`config.mk`:
```
export PLATFORM = sky130hd
export DESIGN_NAME = prio_event_encoder
export DESIGN_NICKNAME = d
export VERILOG_FILES = /design/src/rtl/prio_enc_pkg.sv /design/src/rtl/prio_enc_comb.sv /design/src/rtl/prio_event_encoder.sv
export SDC_FILE = /design/constraint.sdc
export NUM_CORES = 1
export LEC_CHECK = 0
export BUFFER_PORTS_ARGS = -buffer_cell sky130_fd_sc_hd__buf_2
export CAP_MARGIN = 20
export CORE_MARGIN = 2
export CORE_UTILIZATION = 25
export DETAILED_ROUTE_END_ITERATION = 16
export PLACE_DENSITY = 0.53
export REMOVE_ABC_BUFFERS = 1
export SKIP_CTS_REPAIR_TIMING = 1
export SYNTH_ARGS = -nofsm -noshare
export SYNTH_HDL_FRONTEND = slang
export SYNTH_SLANG_ARGS = --single-unit
```
`constraint.sdc`:
```
create_clock -name clock -period 1.68 [get_ports clock]
set_input_delay 0.252 -clock clock [delete_from_list [all_inputs] [get_ports clock]]
set_output_delay 0.252 -clock clock [all_outputs]
set_load 0.01 [all_outputs]
```
`src/rtl/prio_enc_pkg.sv`:
```
// Shared constants and helpers for the priority event encoder.
package prio_enc_pkg;

    localparam int PRIO_N_DEFAULT = 8;
    localparam int PRIO_N_MIN     = 2;
    localparam int PRIO_N_MAX     = 32;

    // Ceiling log2, never below 1 so a 2-input encoder still gets an index bit.
    function automatic int clog2(input int value);
        int r;
        r = 0;
        for (int i = 0; i < 32; i++) begin
            if ((1 << i) < value) r = i + 1;
        end
        return (r < 1) ? 1 : r;
    endfunction

endpackage

```
`src/rtl/prio_enc_comb.sv`:
```
// Combinational N-to-W priority encoder. Searches base-1, base-2, ... modulo N,
// with base itself searched last; base = 0 gives plain highest-index-wins.
module prio_enc_comb
    import prio_enc_pkg::*;
#(
    parameter int N = PRIO_N_DEFAULT,
    localparam int W = clog2(N)
) (
    input  logic [N-1:0] vec_i,
    input  logic [W-1:0] base_i,
    output logic [W-1:0] index_o,
    output logic         any_o
);

    logic [W-1:0] pos;
    logic         found;

    always_comb begin
        index_o = '0;
        any_o   = 1'b0;
        found   = 1'b0;
        pos     = '0;
        for (int k = 1; k <= N; k++) begin
            pos = W'((int'(base_i) + N - k) % N);
            if (!found && vec_i[pos]) begin
                found   = 1'b1;
                any_o   = 1'b1;
                index_o = pos;
            end
        end
    end

endmodule

```
`src/rtl/prio_event_encoder.sv`:
```
// Pending-event register with a registered valid/ready offer of the top-priority event.
// Define PRIO_EVENT_ENCODER_ROTATE_EN to rotate priority past the last accepted index.
module prio_event_encoder
    import prio_enc_pkg::*;
#(
    parameter int N = PRIO_N_DEFAULT,
    localparam int W = clog2(N)
) (
    input  logic         clock,
    input  logic         reset_n,
    input  logic [N-1:0] req_in,
    input  logic         clear_all,
    output logic         out_valid,
    output logic [W-1:0] out_index,
    input  logic         out_ready,
    output logic [N-1:0] pending,
    output logic         overflow
);

    if (N < PRIO_N_MIN || N > PRIO_N_MAX) begin : g_bad_n
        $error("prio_event_encoder: N out of range");
    end

    logic [N-1:0] pending_q, pending_d;
    logic         valid_q, valid_d;
    logic [W-1:0] index_q, index_d;
    logic         ovf_q, ovf_d;
    logic         accept;
    logic [N-1:0] served;
    logic [W-1:0] base;
    logic [W-1:0] enc_idx;
    logic         enc_any;

    assign accept = valid_q & out_ready;
    assign served = accept ? (N'(1) << index_q) : '0;

`ifdef PRIO_EVENT_ENCODER_ROTATE_EN
    logic [W-1:0] last_q, last_d;
    // The index accepted this cycle already counts as "last" for the reload search.
    assign last_d = accept ? index_q : last_q;
    assign base   = last_d;

    always_ff @(posedge clock) begin
        if (!reset_n)       last_q <= '0;
        else if (!clear_all) last_q <= last_d;
    end
`else
    assign base = '0;
`endif

    prio_enc_comb #(.N(N)) u_enc (
        .vec_i   (pending_d),
        .base_i  (base),
        .index_o (enc_idx),
        .any_o   (enc_any)
    );

    always_comb begin
        pending_d = (pending_q & ~served) | req_in;
        ovf_d     = ovf_q | (|(req_in & pending_q & ~served));
        valid_d   = valid_q;
        index_d   = index_q;
        // A stalled offer stays frozen even if a higher-priority event arrives.
        if (!valid_q || out_ready) begin
            valid_d = enc_any;
            index_d = enc_idx;
        end
    end

    always_ff @(posedge clock) begin
        if (!reset_n || clear_all) begin
            pending_q <= '0;
            valid_q   <= 1'b0;
            index_q   <= '0;
            ovf_q     <= 1'b0;
        end else begin
            pending_q <= pending_d;
            valid_q   <= valid_d;
            index_q   <= index_d;
            ovf_q     <= ovf_d;
        end
    end

    assign out_valid = valid_q;
    assign out_index = index_q;
    assign pending   = pending_q;
    assign overflow  = ovf_q;

endmodule

```
==> impl_metrics.csv, run 1 <==
group,metric,value,unit
logic_synthesis,ys_types,34,
cells_and_area,drive_gt1_share,32.6,%
drt,wl_per_cell,11.3,um
clocking,clockBufferDepth,2,
logic_synthesis,synth.area.mux_share,1.14,%
logic_synthesis,synth_edf_count,0,
power_and_ir_drop,peakVddDrop,0.254,mV
cells_and_area,multi_input_area,508,um^2
min_path,min_from,"req_in[2]",
logic_synthesis,synth-simple-area-share,23.5,%
sta,finalCriticalPeriod,1.68,ns
floorplan,core_area,3340,um^2
clocking,cts.sinks,13,
grt,grt_max_degree,14,
grt,grt_pass1_wl,3080,um
sta,rsz0062_at_grt,"true",
grt,grt_pass1_vias,665,
cells_and_area,diodes,0,
logic_synthesis,synth_commonest_cells,"buf_4, nor2_1, dfxtp_1, nand3b_1",
sta,finalHoldViolCount,0,
cells_and_area,regArea,263,um^2
sta,clock.fmax,597,MHz
drt,drt-initial-drc-count,39,
placement,dp_slack,0.0247,ns
floorplan,floorplan.initialDensity,26.2,%
floorplan,die_y,63.1,um
logic_synthesis,synth.most_common_cell,"buf_4",
clocking,clock_latency,0.29,ns
logic_synthesis,ys_ff_latch,13,
clocking,cts-root-buf,"clkbuf_4",
setup_path,crit_path_start,"out_index[0]",
clocking,cts_tree,"yes",
sta,setup_tns,0,ns
setup_path,end_kind,"flop",
setup_path,regToRegStartpoint,"out_index[0]",
drt,postRouteAntennaNets,0,
placement,dpl_cell_area,970,um^2
placement,io_buffers,24,
power_and_ir_drop,finalPower,0.713,mW
logic_synthesis,yosys.area_share.adder,0,%
sta,period_share,99.7,%
logic_synthesis,dominantRegCellSynth,"dfxtp_1",
placement,place_hpwl,1670,um
setup_path,crit_arrival,1.83,ns
logic_synthesis,synth_top_family_by_area,"buffers and inverters",
drt,wirelength,2080,um
power_and_ir_drop,leakage,0.500,nW
logic_synthesis,synthArstFlopShare,0,%
floorplan,die_area,3990,um^2
setup_path,crit_fanout,6,
setup_path,start_kind,"flop",
logic_synthesis,syn_inst,106,
grt,grt_usage,9.96,%
grt,antenna_found_initial,0,
sta,setup_slack,0.00481,ns
outcome,outcome,"completed",
sta,clock_skew,0.00505,ns
logic_synthesis,yosys_warnings,0,
clocking,cts_max_level,1,
logic_synthesis,synth-xor-area-share,0,%
clocking,clkTransAtPathRegs,0.09,ns
drt,drc,0,
flow_run,maxCapViolations,0,
sta,worst_pin_slew,0.504,ns
floorplan,row_count,21,
drt,dr.pass1.iters,4,
sta,maxSlewViolCount,0,
drt,via_count,780,
floorplan,pin_count,54,
cells_and_area,fill_cells,383,
clocking,cts_buffers,3,
cells_and_area,final_nets,151,
cells_and_area,fin_area,1030,um^2
sta,setup_viol,0,
logic_synthesis,postSynthAreaPerCell,8.25,um^2
drt,viasPerCell,4.24,
logic_synthesis,synth_compound_area_share,18.2,%
power_and_ir_drop,power_density,691,nW/um^2
logic_synthesis,yosysTopAreaCellShare,29.8,%
setup_path,cp.required,1.84,ns
logic_synthesis,seq_area_frac_synth,29.8,%
sta,relSlewSlack,66.4,%
logic_synthesis,netlist_area,875,um^2
placement,gp_congestion,0.788,
grt,overflow,0,
floorplan,dieWidth,63.1,um
cells_and_area,area_growth,18.0,%
min_path,hold_class,"input pin to flop",
logic_synthesis,synthTopCellsByArea,"dfxtp_1, buf_4, nor2_1",
logic_synthesis,synth_top_area_cell,"dfxtp_1",
setup_path,path_class,"flop to flop",
## where the power goes
group / leakage (nW) / switching (mW) / internal [mW]
logic: 0.375 / 0.104 / 0.0654
clock network: 0.0177 / 0.116 / 0.0886
registers: 0.108 / 0.0139 / 0.326
total: 0.500 / 0.234 / 0.480
## per-stage QoR
| step | instances | util [%] | hold WS (ns) |
|---|---|---|---|
| after floorplan | 103 | - | 0.373 |
| after global placement | 179 | 29.1 | 0.522 |
| after detailed placement | 179 | 29.1 | 0.518 |
| after CTS | 183 | 29.9 | 0.208 |
| after global routing | 184 | 30.9 | 0.207 |
| final | 184 | 30.9 | 0.211 |
## final cells by class
cell class | instances | share of cell area [%]
inverter | 1 | 0.364
timing repair buffer | 31 | 16.7
sequential | 13 | 25.5
clock inverter | 1 | 0.485
multi-input combinational | 89 | 49.2
tap | 46 | 5.58
clock buffer | 3 | 2.18
## placed cells by master (no fill, tap or decap), drive strengths merged, types with 2 or more instances in the layout
cell and count:
nand2 3, o21a 2, buf 31, nand3 3
clkbuf 3, nand3b 5, dfxtp 13, conb 29
a41oi 2, o211ai 2, a31oi 2, a21oi 3
o22ai 3, nor2 16, nand2b 3
## registers in the layout, indices dropped and copies added, names as in the netlist
register   cells
out_index      3
overflow       1
pending        8
out_valid      1
## cells by family (layout without fill, tap and decap cells)
group,count (synthesis),after routing
AO/OA/AOI/OAI,22,22
AND/OR/NAND/NOR,37,37
other,1,29
multiplexers,1,1
buffers and inverters,32,36
flip-flops,13,13
## worst paths after layout
| kind | end | slack [ns] | cells after the start |
|---|---|---|---|
| setup / recovery | out_index[1] | 0.005 | 5 |
| hold reg to reg | out_index[1] | 0.55 | 2 |
| setup reg to reg | out_index[1] | 0.005 | 5 |
| hold / removal | pending[2] | 0.21 | 3 |
## worst max-delay path, cell delays in order, from the launching register on
cell      delay (ns)
dfxtp_2         0.35
nand3b_1        0.19
o21a_1          0.21
or4_4           0.52
a31oi_1         0.18
a211oi_1        0.10
## routing by layer
metal | vias to the layer above | routed length, um | share of wire, % | global-route usage [%]
li1 | 381 | - | - | -
met1 | 347 | 912 | 44 | 13.0
met2 | 50 | 971 | 47 | 15.7
met3 | 2 | 184 | 8.8 | 3.57
met4 | 0 | 14 | 0.67 | 2.22
met5 | - | 0 | 0 | 0
(Power assumes the default switching activity.)
==> run 2, diff against run 1 <==
Settings changed: PLACE_DENSITY 0.53 to default, PLACE_DENSITY_LB_ADDON from default to 0.12, SLEW_MARGIN from default to 20.
==> run 2 against run 1 <==
Against the previous run: via count is 4.4% higher; utilization increased by 0.75 points; sequential power about the same; design area increased by 2.4%; sequential cell count is the same; register-to-register slack improved by 0.04 ns; first-iteration DRC count is 59% lower; maximum frequency is 2.7% higher; total power rose by 2.0%; count of clock-buffer cells in the layout grew 1; non-clock buffer count increased by 3; combinational power increased by 4%.
==> impl_metrics.csv, run 2 (synthesized netlist as in run 1, its figures left out) <==
group,metric,value,unit
cells_and_area,area_growth,20.9,%
cells_and_area,largest_reg_flops,8,
placement,dp_slack,0.0303,ns
drt,dr.pass1.iters,4,
clocking,cts_max_level,1,
floorplan,row_count,21,
setup_path,reg2reg_setup_slack,0.05,ns
grt,antenna_found_initial,0,
drt,via_count,814,
floorplan,dieWidth,63.1,um
floorplan,die_y,63.1,um
clocking,clock_latency,0.29,ns
cells_and_area,final_nets,154,
sta,setup_viol,0,
clocking,cts-root-buf,"clkbuf_4",
drt,postRouteAntennaNets,0,
grt,overflow,0,
placement,dp_cells,183,
floorplan,pin_count,54,
clocking,cts_tree,"yes",
cells_and_area,drive_gt1_share,33.3,%
clocking,clkTransAtPathRegs,0.09,ns
sta,finalHoldViolCount,0,
setup_path,crit_arrival,1.79,ns
grt,grt_busiest_layer,"met2",
drt,drt-initial-drc-count,16,
floorplan,floorplan.initialDensity,26.2,%
setup_path,start_kind,"flop",
power_and_ir_drop,power_density,688,nW/um^2
sta,rsz0062_at_grt,"true",
power_and_ir_drop,peakVddDrop,0.185,mV
cells_and_area,layout_common_cells,"conb_1, buf_2, nor2_1",
placement,dpl_cell_area,1000,um^2
drt,wl_per_cell,11.6,um
min_path,hold_class,"input pin to flop",
drt,drc,0,
sta,clock_skew,0.00137,ns
setup_path,crit_fanout,6,
sta,relSlewSlack,65.2,%
drt,wirelength,2170,um
grt,met1_usage,13.5,%
setup_path,regToRegStartpoint,"out_index[0]",
clocking,clockBufferDepth,2,
setup_path,crit_path_start,"out_index[0]",
grt,grt.met3_usage,2.32,%
power_and_ir_drop,finalPower,0.727,mW
cells_and_area,instances_no_fill,187,
sta,clock.fmax,613,MHz
sta,finalCriticalPeriod,1.63,ns
clocking,cts.sinks,13,
sta,maxSlewViolCount,0,
grt,grt_usage,10.6,%
placement,io_buffers,24,
sta,period_share,97.1,%
power_and_ir_drop,leakage,0.508,nW
grt,grt_pass1_wl,3210,um
cells_and_area,diodes,0,
sta,worst_pin_slew,0.522,ns
min_path,min_from,"req_in[2]",
grt,grt_util_met2,16.1,%
cells_and_area,fin_area,1060,um^2
floorplan,core_area,3340,um^2
setup_path,cp.required,1.84,ns
setup_path,end_kind,"flop",
cells_and_area,utilization,31.7,%
placement,gp_congestion,0.865,
setup_path,path_class,"flop to flop",
floorplan,die_area,3990,um^2
cells_and_area,final_common_cell,"conb_1",
sta,setup_slack,0.0481,ns
outcome,outcome,"completed",
drt,viasPerCell,4.35,
grt,grt_pass1_vias,688,
clocking,cts_buffers,3,
placement,place_hpwl,1690,um
grt,grt_max_degree,14,
flow_run,maxCapViolations,0,
-- run 2: changes by cell type in the layout (fill, tap and decap cells not counted), sizes merged --
cell,change
clkbuf,+1
buf,+3
clkinv,-1
-- run 2: through the flow --
stage	hold slack [ns]	setup TNS, ns
floorplan	0.373	0
global placement	0.525	0
detailed placement	0.517	0
CTS	0.215	0
global route	0.219	-0.0228
finish	0.217	0
-- run 2: power breakdown --
part	internal (mW)	switching (mW)	leakage, nW
Clock	0.0926	0.120	0.0150
Sequential	0.324	0.0152	0.109
Combinational	0.0712	0.105	0.384
Total	0.488	0.240	0.508
-- run 2: final timing paths --
path	cells after the start	end
setup / recovery	5	out_index[1]
hold / removal	3	pending[2]
setup reg to reg	5	out_index[1]
hold reg to reg	2	out_index[1]
-- run 2: worst max-delay path, stage by stage (launching register included) --
cell and delay, ns:
dfxtp_4 0.37, nand3b_1 0.20, o21a_1 0.21, or4_4 0.46, a31oi_1 0.18, a211oi_1 0.08
-- run 2: cell type report --
| class | instances | area (um^2) |
|---|---|---|
| multi-input combinational | 89 | 507 |
| fill | 374 | 2280 |
| inverter | 1 | 3.75 |
| tap | 46 | 57.6 |
| clock buffer | 4 | 26.3 |
| timing repair buffer | 34 | 195 |
| sequential | 13 | 268 |
-- run 2: routing by layer --
| metal | up-vias | share of wire [%] | wire [um] |
|---|---|---|---|
| met5 | - | 0 | 0 |
| met4 | 0 | 2.3 | 49 |
| met3 | 5 | 6.9 | 149 |
| met2 | 40 | 44 | 964 |
| met1 | 377 | 46 | 1010 |
| li1 | 392 | - | - |
